**src/rtl/spi_burst_sequencer.sv**
```systemverilog
// spi_burst_sequencer
// Command stage that sits in front of SPIMaster. Outgoing bytes are queued in
// a small TX FIFO; a go command then runs N back-to-back single-byte SPI
// transactions and hands each received byte out on a valid/ready RX port.

module spi_burst_sequencer #(
    parameter int DATA_WIDTH   = 8,
    parameter int FIFO_DEPTH   = 4,
    parameter int LEN_WIDTH    = 8,
    parameter int BUSY_TIMEOUT = 16
) (
    input  logic                  i_clk,
    input  logic                  i_reset,
    input  logic                  i_tx_valid,
    output logic                  o_tx_ready,
    input  logic [DATA_WIDTH-1:0] i_tx_data,
    input  logic                  i_go,
    input  logic [LEN_WIDTH-1:0]  i_len,
    output logic                  o_rx_valid,
    input  logic                  i_rx_ready,
    output logic [DATA_WIDTH-1:0] o_rx_data,
    output logic                  o_seq_busy,
    output logic                  o_done,
    output logic                  o_error,
    output logic                  o_m_start,
    output logic [DATA_WIDTH-1:0] o_m_data_in,
    input  logic                  i_m_busy,
    input  logic [DATA_WIDTH-1:0] i_m_data_out
);

    localparam int PTR_W = $clog2(FIFO_DEPTH);
    localparam int CNT_W = PTR_W + 1;
    localparam int TO_W  = $clog2(BUSY_TIMEOUT + 1);

    typedef enum logic [2:0] {
        S_IDLE,
        S_FETCH,
        S_START,
        S_WAIT_HI,
        S_WAIT_LO,
        S_DELIVER
    } state_t;

    state_t r_state;
    state_t w_next_state;

    // TX FIFO storage and bookkeeping
    logic [DATA_WIDTH-1:0] r_mem [FIFO_DEPTH];
    logic [PTR_W-1:0]      r_wr_ptr;
    logic [PTR_W-1:0]      r_rd_ptr;
    logic [CNT_W-1:0]      r_count;

    // Burst bookkeeping and registered outputs
    logic [LEN_WIDTH-1:0]  r_remaining;
    logic [TO_W-1:0]       r_timeout;
    logic [DATA_WIDTH-1:0] r_m_data_in;
    logic [DATA_WIDTH-1:0] r_rx_data;
    logic                  r_rx_valid;
    logic                  r_done;
    logic                  r_error;

    // Decoded control from the next-state logic
    logic w_push;
    logic w_pop;
    logic w_launch;
    logic w_capture;
    logic w_timeout_hit;
    logic w_finish;
    logic w_m_start;
    logic w_seq_busy;
    logic w_fifo_empty;

    assign o_tx_ready   = (r_count != CNT_W'(FIFO_DEPTH));
    assign w_push       = i_tx_valid && o_tx_ready;
    assign w_fifo_empty = (r_count == '0);

    assign o_rx_valid  = r_rx_valid;
    assign o_rx_data   = r_rx_data;
    assign o_seq_busy  = w_seq_busy;
    assign o_done      = r_done;
    assign o_error     = r_error;
    assign o_m_start   = w_m_start;
    assign o_m_data_in = r_m_data_in;

    // State register for the burst sequencer
    always_ff @(posedge i_clk) begin
        if (i_reset) begin
            r_state <= S_IDLE;
        end else begin
            r_state <= w_next_state;
        end
    end

    // Next-state decode; FETCH only pops when the RX slot is free so a capture can never overrun
    always_comb begin
        w_next_state  = r_state;
        w_pop         = 1'b0;
        w_launch      = 1'b0;
        w_capture     = 1'b0;
        w_timeout_hit = 1'b0;
        w_finish      = 1'b0;
        w_m_start     = 1'b0;
        w_seq_busy    = 1'b1;
        unique case (r_state)
            S_IDLE: begin
                w_seq_busy = 1'b0;
                if (i_go && (i_len != '0)) begin
                    w_launch     = 1'b1;
                    w_next_state = S_FETCH;
                end
            end
            S_FETCH: begin
                if (!w_fifo_empty && !r_rx_valid) begin
                    w_pop        = 1'b1;
                    w_next_state = S_START;
                end
            end
            S_START: begin
                w_m_start    = 1'b1;
                w_next_state = S_WAIT_HI;
            end
            S_WAIT_HI: begin
                if (i_m_busy) begin
                    w_next_state = S_WAIT_LO;
                end else if (r_timeout == TO_W'(BUSY_TIMEOUT - 1)) begin
                    w_timeout_hit = 1'b1;
                    w_next_state  = S_IDLE;
                end
            end
            S_WAIT_LO: begin
                if (!i_m_busy) begin
                    w_capture    = 1'b1;
                    w_next_state = S_DELIVER;
                end
            end
            S_DELIVER: begin
                if (r_remaining == '0) begin
                    w_finish     = 1'b1;
                    w_next_state = S_IDLE;
                end else begin
                    w_next_state = S_FETCH;
                end
            end
            default: begin
                w_next_state = S_IDLE;
            end
        endcase
    end

    // FIFO data array; contents need no reset because the count gates every read
    always_ff @(posedge i_clk) begin
        if (w_push) begin
            r_mem[r_wr_ptr] <= i_tx_data;
        end
    end

    // FIFO pointers and occupancy; power-of-two depth lets the pointers wrap naturally
    always_ff @(posedge i_clk) begin
        if (i_reset) begin
            r_wr_ptr <= '0;
            r_rd_ptr <= '0;
            r_count  <= '0;
        end else begin
            if (w_push) begin
                r_wr_ptr <= r_wr_ptr + 1'b1;
            end
            if (w_pop) begin
                r_rd_ptr <= r_rd_ptr + 1'b1;
            end
            unique case ({w_push, w_pop})
                2'b10:   r_count <= r_count + 1'b1;
                2'b01:   r_count <= r_count - 1'b1;
                default: r_count <= r_count;
            endcase
        end
    end

    // Burst datapath: byte counter, busy-rise timeout, SPI byte staging, RX slot and status pulses
    always_ff @(posedge i_clk) begin
        if (i_reset) begin
            r_remaining <= '0;
            r_timeout   <= '0;
            r_m_data_in <= '0;
            r_rx_data   <= '0;
            r_rx_valid  <= 1'b0;
            r_done      <= 1'b0;
            r_error     <= 1'b0;
        end else begin
            r_done  <= w_finish;
            r_error <= w_timeout_hit;

            if (w_launch) begin
                r_remaining <= i_len;
            end else if (w_timeout_hit) begin
                r_remaining <= '0;
            end else if (w_capture) begin
                r_remaining <= r_remaining - 1'b1;
            end

            if (r_state == S_START) begin
                r_timeout <= '0;
            end else if (r_state == S_WAIT_HI && !i_m_busy) begin
                r_timeout <= r_timeout + 1'b1;
            end

            if (w_pop) begin
                r_m_data_in <= r_mem[r_rd_ptr];
            end

            if (w_capture) begin
                r_rx_data  <= i_m_data_out;
                r_rx_valid <= 1'b1;
            end else if (r_rx_valid && i_rx_ready) begin
                r_rx_valid <= 1'b0;
            end
        end
    end

endmodule

```
**config.mk**
```make
export PLATFORM = sky130hd
export DESIGN_NAME = spi_burst_sequencer
export DESIGN_NICKNAME = d
export VERILOG_FILES = /design/src/rtl/spi_burst_sequencer.sv
export SDC_FILE = /design/constraint.sdc
export NUM_CORES = 1
export LEC_CHECK = 0
export ABC_CLOCK_PERIOD_IN_PS = 2330
export CAP_MARGIN = 30
export CORE_AREA = 10 10 98 91
export CTS_CLUSTER_DIAMETER = 40
export CTS_CLUSTER_SIZE = 24
export DETAILED_ROUTE_END_ITERATION = 6
export DIE_AREA = 0 0 108 101
export PLACE_DENSITY = 0.78
export SLEW_MARGIN = 20
export SYNTH_ARGS = -nofsm -noshare
export SYNTH_HDL_FRONTEND = slang
export SYNTH_SLANG_ARGS = --single-unit
export TNS_END_PERCENT = 50
```
**constraint.sdc**
```tcl
create_clock -name i_clk -period 2.33 [get_ports i_clk]
set_input_delay 0.5825 -clock i_clk [delete_from_list [all_inputs] [get_ports i_clk]]
set_output_delay 0.5825 -clock i_clk [all_outputs]
set_load 0.01 [all_outputs]
```
==> metrics.md <==
| Metric | Value |
|---|---|
| Clk slew on worst S/H paths | 80 ps |
| Gpl congestion | 0.822 |
| Synth warn | 0 |
| Flop pwr share | roughly 44% |
| Post-Place Setup Slack | -186 ps |
| Die Area | 0.0109 mm^2 |
| Commonest non-fill, non-tap cell in the layout | clkdlybuf4s50_1 |
| Clk root buf | clkbuf_8 |
| Number of global-route vias before repair | approximately 2500 |
| Setup-failing EPs final | 0 |
| Critical path's top delay family | simple AND/OR/NAND/NOR gates |
| Crit path max-delay cell type | or4_4 |
| Synth Instances | 284 |
| Clock power share | 22.6% |
| Worst path buffer plus inverter count | 2 |
| Die X | 108 um |
| CP max FO | 4 |
| Max clock buf depth | 2 |
| Compound-Gate Fraction of Synth Area | 11.2% |
| HPWL after DPL | 5140 um |
| CTS buffer count | 9 |
| Cts hold-fix bufs | 0 |
| Startpoint Class | flop |
| Latest clock arrival within the worst-skew pair | 340 ps |
| Synthesis-to-layout area growth | 30.6% |
| Critical Path AT | roughly 2600 ps |
| Multi-input gate area | 0.00128 mm^2 |
| Worst Max-Slew Pin Slew | 617 ps |
| Min Tclk post-route | 2290 ps |
| R2R Path Start | r_count[0] |
| WP data required | 2610 ps |
| Worst hold path depth | 2 |
| Max frequency | 437 MHz |
| Post-synthesis mux area share | 5.94% |
| Vias per std cell | ~5.2 |
| Most used DFF post-synth | dfxtp_1 |
| Worst R2R Path Depth | 9 |
| CP peak stage delay | around 500 ps |
| Total power | 3.89 mW |
| CP Capture Type | flop |
| DRT iter0 DRCs | between 60 and 70 |
| RSZ-0062 raised after global routing | true |
| Synth Area in XOR/XNOR | 1.64% |
| Sw Ratio | 33.3% |
| Initial antenna violation count | 0 |
| Site Rows | 29 |
| Syn avg cell area | roughly 11 um^2 |
| Number of diodes | 0 |
| Period utilization | 98.2% |
| Die height | 101 um |
| Global route overflow | 0 |
| Status | finished, final reports clean |
| Final wirelength | 6900 um |
| Dpl cell area | 0.00398 mm^2 |
| Port bufs | 51 |
| Post-CTS Setup Inserts | 0 |
| CTS sink cnt | 74 |
| Share of layout cells above drive strength 1 | 19.2% |
| R2r setup slk | 40 ps |
| Post-synth EDFFs | 32 |
| Sequential share of the synthesized area | 56.3% |
| Fillers | approximately 570 |
| Layout Skew | 7.01 ps |
| Final count of hold timing violations | 0 |
| WL per Instance | 15.1 um |
| Post-route cell area | between 0.004 and 0.005 mm^2 |
| Most frequent cells in the layout | clkdlybuf4s50_1, nand2_1, dfxtp_1, edfxtp_1, buf_4 |
| TritonRoute pass-1 iters | 4 |
| CORE AREA | 0.00693 mm^2 |
| Ports | 52 |
| CTS tree | yes |
| Synthesized cell area | 0.00320 mm^2 |
| Power Density | 930 mW/mm^2 |
| Final nets | 399 |
| Simple-gate share of the synthesized area | 16.3% |
| Post-synth ARST share | 0% |
| Hold path startpoint | o_m_data_in[4] |
| Slew headroom | 58.8% |
| Worst Hold Endpoint | o_m_data_in[4] |
| Psw | 1.29 mW |
| Routed via count | 2385 |
| Largest net degree at the start of global routing | 24 |
| #FFs+latches synth | 74 |
| DRT antenna net count | 0 |
| R2r endpoint | r_count[2] |
| Max Cap Violations | 0 |
| Slew Viols, Final | 0 |
| Cell chain of the critical path | nor3_1, or4_4, clkinv_2, ha_2, inv_1, fa_1, xor2_1, or3_1, a21oi_1 |
| Internal | 2.60 mW |
| Syn Nets | 324 |
| Synth Area in Adders | 4.14% |
| DRC | 0 |
| Max H-tree Level | 3 |
| Placed cells | between 400 and 500 |
| Peak supply drop | 0.000632 V |
| Gate power share | 33.8% |
| Initial Utilization | a little under half |
| Final worst-path setup slack | around 43 ps |
| Distinct cells, synth | 45 |
| Main combinational cell family by area after synthesis | simple AND/OR/NAND/NOR gates |
| Non-filler cells, final | 457 |
| Hold Path Class | flop to flop |
| Gr usage total | a little over an eighth |
| Critical path class | flop to flop |
| Seq. cell area | 0.00181 mm^2 |
| LEAKAGE | 1.49 nW |
| First-pass GRT wire length | about 12000 um |
## area by class of cell
class	count	share of cell area, %
sequential	74	43.2
multi-input combinational	178	30.6
timing repair buffer	79	17.7
clock buffer	9	2.96
tap	93	2.78
inverter	17	1.56
clock inverter	7	1.29
## cells in the mapped netlist (4+ instances only)
library cell / number / area share (%)
a211oi_1: 6 / 1.4
a21oi_1: 23 / 3.6
a32oi_1: 5 / 1.4
and3_1: 5 / 0.98
clkbuf_1: 8 / 0.94
dfxtp_1: 42 / 26
edfxtp_1: 32 / 30
ha_1: 9 / 3.5
inv_1: 16 / 1.9
mux4_2: 8 / 5.6
nand2_1: 44 / 5.2
nand2b_1: 4 / 0.78
nand4_1: 8 / 1.6
nor2_1: 15 / 1.8
o21ai_0: 4 / 0.63
or3_1: 4 / 0.78
xor2_1: 4 / 1.1
## how the worst max path moves through the flow
| stage | from | endpoint | slack, ps | cells after the start |
|---|---|---|---|---|
| 6_report | r_count[0] | r_count[2] | 40 | 9 |
| 5_1_grt | r_count[0] | r_count[2] | -70 | 9 |
| 4_1_cts | r_count[0] | r_count[2] | -10 | 9 |
| 3_5_place_dp | i_tx_valid | r_count[2] | -190 | 9 |
| 3_3_place_gp | i_tx_valid | r_count[2] | -120 | 9 |
| 2_1_floorplan | r_state[2] | r_count[2] | 10 | 9 |
## worst reg2reg max path, cell delays in order (launching register included)
cell and delay [ps]:
dfxtp_2 370, nor3_1 70, or4_4 490, clkinv_2 80, ha_2 180, inv_1 50
fa_1 370, xor2_1 160, or3_1 310, a21oi_1 140
## state kept, by name (all words and copies together), names as in the netlist, 2 cells and up
signal       count
o_m_data_in      8
o_rx_data        8
r_count          3
r_mem           32
r_rd_ptr         2
r_remaining      8
r_state          3
r_timeout        5
r_wr_ptr         2
## cells by family after synthesis
family / count (synthesis)
compound gates: 52
simple gates: 101
flops: 74
fa+ha+maj: 10
mux: 9
buf+inv: 32
xor+xnor: 6
## per-layer routing
metal | wire [um] | part of all wire [%] | GRT usage (%)
met5 | 0 | 0 | 0
met4 | 169 | 2.4 | 6.16
met3 | 398 | 5.8 | 3.84
met2 | 3460 | 50 | 21.8
met1 | 2880 | 42 | 15.5
## through the flow
step,hold WS [ps],TNS [ps],utilization [%]
2_1_floorplan,466,0,-
3_3_place_gp,441,-125,57.4
3_5_place_dp,446,-396,57.4
4_1_cts,457,-13.9,60.0
5_1_grt,485,-73.4,60.4
6_report,457,0,60.4
## timing repair
| action | CTS | global route |
|---|---|---|
| gates resized for setup | 3 | 10 |
| cloned | 0 | 0 |
| setup endpoints to repair | 3 | 3 |
| hold endpoints to repair | 0 | 0 |
## power by group through the flow
stage          combinational (mW)  sequential, mW  clock (mW)
6_report                     1.31            1.70       0.878
5_1_grt                      1.45            1.73       0.964
4_1_cts                      1.31            1.69       0.896
2_1_floorplan               0.890            1.67           0
3_3_place_gp                 1.25            1.70           0
3_5_place_dp                 1.30            1.72           0
Power figures use the tool's default switching activity.
